--- src/rtl/fwd_pkg.sv ---
// rtl/fwd_pkg.sv - shared types and helpers for the forwarding/hazard controller
package fwd_pkg;

    // Tag rd field is sized for the widest supported register file; narrower
    // addresses are zero-extended before being stored or compared.
    localparam int FWD_RD_W   = 8;
    localparam int FWD_SEL_RF = 0;

    typedef enum logic {
        RUN      = 1'b0,
        MEM_WAIT = 1'b1
    } fwd_state_t;

    typedef struct packed {
        logic                valid;
        logic [FWD_RD_W-1:0] rd;
        logic                we;
        logic                is_load;
    } fwd_tag_t;

    localparam fwd_tag_t FWD_TAG_NONE = '0;

    // A slot produces a value for r only if it really writes r; x0 never matches.
    function automatic logic tag_match(input fwd_tag_t t, input logic [FWD_RD_W-1:0] r);
        return t.valid & t.we & (t.rd == r) & (|r);
    endfunction

endpackage

--- src/rtl/fwd_tag_pipe.sv ---
// rtl/fwd_tag_pipe.sv - destination-tag shift register, slot0 = instruction in EX
module fwd_tag_pipe
    import fwd_pkg::*;
#(
    parameter int DEPTH = 3
)(
    input  logic                   clk,
    input  logic                   rst_n,
    input  logic                   hold,
    input  logic                   kill,
    input  logic                   load,
    input  fwd_tag_t               in_tag,
    output fwd_tag_t [DEPTH-1:0]   slot
);

    always_ff @(posedge clk or negedge rst_n) begin
        if (!rst_n) begin
            slot <= '0;
        end else if (!hold) begin
            // A stalled or killed ID turns into a bubble entering EX.
            slot[0] <= (load && !kill) ? in_tag : FWD_TAG_NONE;
            for (int k = 1; k < DEPTH; k++) begin
                slot[k] <= slot[k-1];
            end
        end
    end

endmodule

--- src/rtl/fwd_hazard_unit.sv ---
// rtl/fwd_hazard_unit.sv - bypass selects, load-use stall/bubble and memory-wait freeze
// Optional saturating perf counters are built when FWD_STATS_EN is defined.
module fwd_hazard_unit
    import fwd_pkg::*;
#(
    parameter  int NUM_SRC        = 2,
    parameter  int NUM_FWD_STAGES = 2,
    parameter  int LOAD_FWD_SLOT  = 2,
    parameter  int REG_AW         = 5,
    parameter  int CNT_W          = 32,
    localparam int SEL_W          = $clog2(NUM_FWD_STAGES + 1)
)(
    input  logic                      clk,
    input  logic                      rst_n,
    input  logic                      id_valid,
    input  logic [NUM_SRC*REG_AW-1:0] id_rs,
    input  logic [REG_AW-1:0]         id_rd,
    input  logic                      id_we,
    input  logic                      id_is_load,
    input  logic [NUM_SRC*REG_AW-1:0] ex_rs,
    input  logic                      dmem_stall,
    input  logic                      flush,
    output logic [NUM_SRC*SEL_W-1:0]  fwd_sel,
    output logic                      stall,
    output logic                      bubble,
    output logic                      freeze,
    output logic [CNT_W-1:0]          stat_stall_cnt,
    output logic [CNT_W-1:0]          stat_fwd_cnt
);

    fwd_tag_t [NUM_FWD_STAGES:0] slot;
    fwd_tag_t                    id_tag;
    fwd_state_t                  state;
    fwd_state_t                  state_nxt;
    logic                        flush_pend;
    logic                        kill;
    logic                        load_hit;
    logic                        unused_tag_bits;

    function automatic logic [FWD_RD_W-1:0] widen(input logic [REG_AW-1:0] r);
        logic [FWD_RD_W-1:0] w;
        w            = '0;
        w[REG_AW-1:0] = r;
        return w;
    endfunction

    always_comb begin
        id_tag              = FWD_TAG_NONE;
        id_tag.valid        = id_valid;
        id_tag.rd[REG_AW-1:0] = id_rd;
        id_tag.we           = id_we;
        id_tag.is_load      = id_is_load;
    end

    // A flush seen while frozen is remembered and applied at the first moving edge.
    assign kill = flush | flush_pend;

    fwd_tag_pipe #(
        .DEPTH (NUM_FWD_STAGES + 1)
    ) u_tag_pipe (
        .clk    (clk),
        .rst_n  (rst_n),
        .hold   (freeze),
        .kill   (kill),
        .load   (~stall),
        .in_tag (id_tag),
        .slot   (slot)
    );

    // Scan oldest to youngest so the youngest matching producer wins.
    always_comb begin
        fwd_sel = '0;
        for (int i = 0; i < NUM_SRC; i++) begin
            for (int k = NUM_FWD_STAGES; k >= 1; k--) begin
                if (tag_match(slot[k], widen(ex_rs[i*REG_AW +: REG_AW]))) begin
                    fwd_sel[i*SEL_W +: SEL_W] = SEL_W'(k);
                end
            end
        end
    end

    always_comb begin
        load_hit = 1'b0;
        for (int i = 0; i < NUM_SRC; i++) begin
            for (int j = 0; j <= LOAD_FWD_SLOT - 2; j++) begin
                if (slot[j].is_load && tag_match(slot[j], widen(id_rs[i*REG_AW +: REG_AW]))) begin
                    load_hit = 1'b1;
                end
            end
        end
    end

    always_comb begin
        unused_tag_bits = 1'b0;
        for (int k = 0; k <= NUM_FWD_STAGES; k++) begin
            unused_tag_bits = unused_tag_bits ^ slot[k].is_load;
        end
    end

    assign stall  = id_valid & load_hit & ~freeze;
    assign bubble = stall;

    always_ff @(posedge clk or negedge rst_n) begin
        if (!rst_n) begin
            state <= RUN;
        end else begin
            state <= state_nxt;
        end
    end

    always_comb begin
        state_nxt = state;
        case (state)
            RUN:      state_nxt = dmem_stall ? MEM_WAIT : RUN;
            MEM_WAIT: state_nxt = dmem_stall ? MEM_WAIT : RUN;
            default:  state_nxt = RUN;
        endcase
    end

    // Leaving MEM_WAIT releases the pipeline in the same cycle memory answers.
    always_comb begin
        freeze = 1'b0;
        case (state)
            RUN:      freeze = dmem_stall;
            MEM_WAIT: freeze = dmem_stall;
            default:  freeze = 1'b0;
        endcase
    end

    always_ff @(posedge clk or negedge rst_n) begin
        if (!rst_n) begin
            flush_pend <= 1'b0;
        end else if (freeze) begin
            if (flush) begin
                flush_pend <= 1'b1;
            end
        end else begin
            flush_pend <= 1'b0;
        end
    end

`ifdef FWD_STATS_EN
    logic [CNT_W-1:0] stall_cnt;
    logic [CNT_W-1:0] fwd_cnt;
    logic             fwd_any;

    assign fwd_any = |fwd_sel;

    always_ff @(posedge clk or negedge rst_n) begin
        if (!rst_n) begin
            stall_cnt <= '0;
            fwd_cnt   <= '0;
        end else begin
            if (stall && !(&stall_cnt)) begin
                stall_cnt <= stall_cnt + CNT_W'(1);
            end
            if (!freeze && fwd_any && !(&fwd_cnt)) begin
                fwd_cnt <= fwd_cnt + CNT_W'(1);
            end
        end
    end

    assign stat_stall_cnt = stall_cnt;
    assign stat_fwd_cnt   = fwd_cnt;
`else
    assign stat_stall_cnt = '0;
    assign stat_fwd_cnt   = '0;
`endif

endmodule

--- config.mk ---
export PLATFORM = sky130hd
export DESIGN_NAME = fwd_hazard_unit
export DESIGN_NICKNAME = d
export VERILOG_FILES = /design/src/rtl/fwd_pkg.sv /design/src/rtl/fwd_tag_pipe.sv /design/src/rtl/fwd_hazard_unit.sv
export SDC_FILE = /design/constraint.sdc
export NUM_CORES = 1
export LEC_CHECK = 0
export CELL_PAD_IN_SITES_DETAIL_PLACEMENT = 0
export CELL_PAD_IN_SITES_GLOBAL_PLACEMENT = 2
export CORE_ASPECT_RATIO = 0.8
export CORE_MARGIN = 2
export CORE_UTILIZATION = 24
export DETAILED_ROUTE_END_ITERATION = 16
export PLACE_DENSITY_LB_ADDON = 0.1
export SETUP_SLACK_MARGIN = 0.02
export SKIP_LAST_GASP = 1
export SLEW_MARGIN = 20
export SYNTH_ARGS = -nofsm -noshare
export SYNTH_HDL_FRONTEND = slang
export SYNTH_SLANG_ARGS = --single-unit
--- constraint.sdc ---
create_clock -name clk -period 4.5 [get_ports clk]
set_clock_uncertainty 0.15 [all_clocks]
set_input_delay 0.675 -clock clk [delete_from_list [all_inputs] [get_ports clk]]
set_output_delay 0.675 -clock clk [all_outputs]
set_load 0.03 [all_outputs]
### After elaboration in Yosys (flattened, before gate mapping)

Index checks and enable logic that the tools add are counted.

| operators by class | value |
|---|---|
| equal/unequal tests | 7 |
| mux-type cells | 9 |
| bitwise operators | 20 |
| reduce and logical (&&, ||, !) cells | 8 |

Operators by type and width:

| cell | count |
|---|---|
| equality test 8 x 5 -> 1 bit | 6 |
| OR reduction 5 bit | 4 |
| AND 1 bit | 17 |
| 2-to-1 mux 11 bit | 1 |
| 2-to-1 mux 2 bit | 4 |
| 2-to-1 mux 1 bit | 4 |
| logical AND 1 bit | 3 |
| inequality test 2 x 1 -> 1 bit (second input constant) | 1 |
| inverter 1 bit | 2 |
| logical NOT 1 bit | 1 |
| OR 1 bit | 1 |

| storage, ports and cells | value |
|---|---|
| bits in registers | 32 |
| word-level logic and storage cells | 55 |

### Depth between registers and ports, before layout

| depth | value |
|---|---|
| depth in word-level cells | 11 |
| mapped depth | 5 |
| mapped depth without buffers | 4 |

### Hierarchy

Synthesis repeated with hierarchy kept, for this count alone.

| second synthesis, totals | value |
|---|---|
| cells, all modules | 228 |
| area, all modules | 2,442.3 um^2 |

By module, submodules not included:

| module | instances | cells an instance | area an instance (um^2) | seq. area each (um^2) |
|---|---|---|---|---|
| fwd_tag_pipe | 1 | 95 | 1,405.1 | 825.8 |
| fwd_hazard_unit | 1 | 133 | 1,037.2 | 25.0 |

### Least setup slack after synthesis

OpenSTA, ideal clock, no wires.

| path | value |
|---|---|
| path kind | input -> output |
| start point | in ex_rs[1] |
| end point | out fwd_sel[1] |
| arrival | 2,092 ps |
| data required time | 3,675 ps |
| path slack | 1,583 ps |
| cell stages on the path | 4 |
| cells stage by stage | or4_4 nor2_4 nor3_2 nor4_2 |

| between the ends | value |
|---|---|
| word-level cells in the longest chain between the ends | 5 |
| elaborated cells on any way between the ends | 9 |

Ends and longest elaborated chain:

| what | RTL line | text |
|---|---|---|
| from (decl) | fwd_hazard_unit.sv:20 | `input logic [NUM_SRC*REG_AW-1:0] ex_rs,` |
| equality test 8 x 5 -> 1 bit | fwd_pkg.sv:25 | `return t.valid & t.we & (t.rd == r) & (\|r);` |
| AND 1 bit (2 in a row) | fwd_pkg.sv:25 |  |
| 2-to-1 mux 2 bit | fwd_hazard_unit.sv:75 | `if (tag_match(slot[k], widen(ex_rs[i*REG_AW +: REG_AW]))) begin` |
| 2-to-1 mux 2 bit * | fwd_hazard_unit.sv:75 |  |
| to (decl) | fwd_hazard_unit.sv:23 | `output logic [NUM_SRC*SEL_W-1:0] fwd_sel,` |

Mark *: on every way between the ends. The rest lies on a longest branch, timed or not.

### Worst setup path in the final report

| path | value |
|---|---|
| start point | in ex_rs[6] |
| end point | out fwd_sel[3] |

The elaborated chain is that of the path after synthesis.

==> results_dict.tcl <==
set metrics [dict create \
    timing.critical_path.mode_cell "sky130_fd_sc_hd__clkdlybuf4s50_1" \
    postSynthRegisterBits 23 \
    number_of_clock_sinks 23 \
    post-cts-setup-buffer-count 0 \
    worst_skew_pair.late_latency_ps 270 \
    leakage_power_nw 0.913 \
    postRouteAntennaNets 0 \
    crit_path_top_delay_cell "sky130_fd_sc_hd__clkdlybuf4s50_1" \
    synthCells 190 \
    fmax_mhz 272 \
    crit_fanout 3 \
    cts-buffers-inserted 3 \
    route.detailed.drc 0 \
    area_growth_synth_to_finish_pct 15.7 \
    grt_setup_unrepaired "false" \
    synth_top_cell_by_area "sky130_fd_sc_hd__dfrtp_1" \
    synthTopCellsByArea "sky130_fd_sc_hd__dfrtp_1, sky130_fd_sc_hd__buf_4, sky130_fd_sc_hd__xnor2_1" \
    yosysSeqAreaShare_pct 29.9 \
    worst-endpoint-arrival_ps 2850 \
    cts_max_level 1 \
    slew_headroom_pct 31.2 \
    post_cts_resized 0 \
    cp.required_ps 3670 \
    synth_top_cell_area_share_pct 29.9 \
    setup_viol_count_final 0 \
    post-route-cell-area_mm2 0.00222 \
    maximum_number_of_pins_on_one_net_before_global_route_repair 32 \
    rows 29 \
    fin_tns_setup_ps 0 \
    crit_path_start_kind "input port" \
    syn_avg_cell_area_um2 10.1 \
    place.port_buffers 38 \
    final_common_cell "sky130_fd_sc_hd__conb_1" \
    tritoncts "built" \
    core_region_area_mm2 0.00784 \
    post_synth_and_or_nand_nor_area_fraction_pct 11.7 \
    synth-edff-count 0 \
    antenna_cells_inserted 0 \
    initialDrtViolationCount 54 \
    layout_common_cells "sky130_fd_sc_hd__conb_1, sky130_fd_sc_hd__clkdlybuf4s50_1, sky130_fd_sc_hd__xnor2_1, sky130_fd_sc_hd__dfrtp_1, sky130_fd_sc_hd__mux2_2" \
    timing.hold.worst.class "flip-flop to flip-flop" \
    synth-main-ff-cell "sky130_fd_sc_hd__dfrtp_1" \
    instances_no_fill 335 \
    grt.overflow.total 0 \
    clock_path_buffers 2 \
    maxCapViolCount 0 \
    root_buffer "sky130_fd_sc_hd__clkbuf_8" \
    drtPass1Iterations 4 \
    synth_compound_gate_area_share_pct 10.7 \
    cp_slowest_stage_delay_ps 720 \
    vias 1257 \
    final_hold_violation_count 0 \
    crit_chain "clkdlybuf4s50_1, or4_4, nor2_4, nor3_2, nor4_2, clkdlybuf4s50_1" \
    async_reset_ff_share_pct 100 \
    worst_setup_hold_path_clk_slew_ps 90 \
    finalWeightedCongestion 0.712 \
    track_usage_pct 9.33 \
    yosys.area_share.xor_xnor_pct 12.8 \
    number_of_fill_cells_in_the_layout 855 \
    timing_worst_setup_path_type "input port to output port" \
    regArea_um2 576 \
    area_taken_by_multi_input_logic_gates_mm2 0.00107 \
    synth.yosys.warnings 0 \
    die_y_um 84.0 \
    totalPowerFinal_mw 0.580 \
    drt-wirelength-per-cell_um 12.1 \
    worst_pin_slew_ps 1020 \
    die_width_um 104 \
    placement.setup.worst_slack_ps 809 \
    synth_top_family_by_area "buffers and inverters" \
    initial_antenna_violation_count 0 \
    cts.hold.buffers_added 0 \
    finalMaxSlewViolations 0 \
    drt-total-wl_mm 4.06 \
    mapped_cell_area_mm2 0.00192 \
    ir_drop_v 0.000138 \
    detailed_place_hpwl_mm 3.25 \
    detail_route.vias_per_cell 3.75 \
    synth.area.mux_share_pct 8.20 \
    fin_crit_sh_pct 81.7 \
    dpl-instance-area_mm2 0.00218 \
    nets 260 \
    grt_pass1_vias 1208 \
    synth_cell_type_count 29 \
    floorplan.initialDensity_pct 24.5 \
    die_area_mm2 0.00874 \
    synth_adder_area_share_pct 0 \
    io-pin-count 103 \
    postLayoutSetupSlackWorst_ps 823 \
    post_route_cells_drive_above_1_share_pct 14.1 \
    cp-end-kind "output port" \
    place.detailed.instances 331 \
    outcome "finished, final reports clean" \
    period_needed_ps 3680 \
    power-per-cell-area_mw_per_mm2 261 \
    wire_length_of_the_first_global_routing_pass_mm 6.47 \
]
## Yosys cell counts (all sizes together), types with 2 or more instances
cell and count:
a21boi 5, a21oi 4, a22oi 7, a31oi 5, and2 2, buf 68
clkbuf 2, dfrtp 23, mux2 14, nand3 4, nand4 6, nor2 4
nor3 3, nor4 2, or4 4, xnor2 28
## sequential cells by signal, summed over array words and instances, names as in the netlist
register / cells
u_tag_pipe.slot: 22
flush_pend: 1
## layer usage
| metal | wire (µm) | part of all wire, % | up-vias | GRT usage [%] |
|---|---|---|---|---|
| met2 | 1840 | 45 | 47 | 14.5 |
| li1 | - | - | 605 | - |
| met5 | 0 | 0 | - | 0 |
| met4 | 13 | 0.32 | 0 | 0.983 |
| met3 | 244 | 6.0 | 2 | 2.97 |
| met1 | 1960 | 48 | 603 | 13.1 |
## stage by stage
step | utilization, % | hold slack (ps)
global placement | 27.8 | 327
CTS | 28.4 | 351
floorplan | - | 229
finish | 28.4 | 348
detailed placement | 27.8 | 331
global route | 28.4 | 365
## logic make-up (layout without fill, tap and decap cells)
group                     after synthesis  count (layout)
buffers and inverters                  70              44
and+or+nand+nor                        29              29
xor gates and xnor gates               28              28
AOI/OAI and AO/OA                      25              25
DFF                                    23              23
muxes                                  14              14
other                                   1              64
## worst paths after layout
| check | start | endpoint | slack (ps) | cells past startpoint |
|---|---|---|---|---|
| worst min register to register | flush_pend$_DFFE_PN0P_ | flush_pend$_DFFE_PN0P_ | 350 | 1 |
| worst max register to register | flush_pend$_DFFE_PN0P_ | u_tag_pipe.slot[10]$_DFFE_PN0N_ | 2660 | 4 |
| worst min-delay path | flush_pend$_DFFE_PN0P_ | flush_pend$_DFFE_PN0P_ | 350 | 1 |
| worst max-delay path | ex_rs[6] | fwd_sel[3] | 820 | 6 |
| max in group asynchronous | rst_n | u_tag_pipe.slot[5]$_DFFE_PN0N_ | 3020 | 2 |
| min in group asynchronous | rst_n | u_tag_pipe.slot[4]$_DFFE_PN0N_ | 580 | 1 |
## worst max-delay path: cells and delay by family
kind,cells,cell delay (ps)
AND/OR/NAND/NOR,4,980
buffers and inverters,2,1200
## report_power, final
part / internal (mW) / switching, mW / total (mW) / leakage [nW]
clock network: 0.0632 / 0.0668 / 0.130 / 0.0228
logic: 0.0748 / 0.119 / 0.193 / 0.586
registers: 0.227 / 0.0294 / 0.257 / 0.304
total: 0.365 / 0.215 / 0.580 / 0.913
## layout make-up
type / count / area share [%]
Clock buffer: 4 / 2.03
Tap cell: 108 / 6.08
Timing Repair Buffer: 40 / 17.8
Sequential cell: 23 / 25.9
Multi-Input combinational cell: 160 / 48.2
Power figures use the tool's default switching activity.
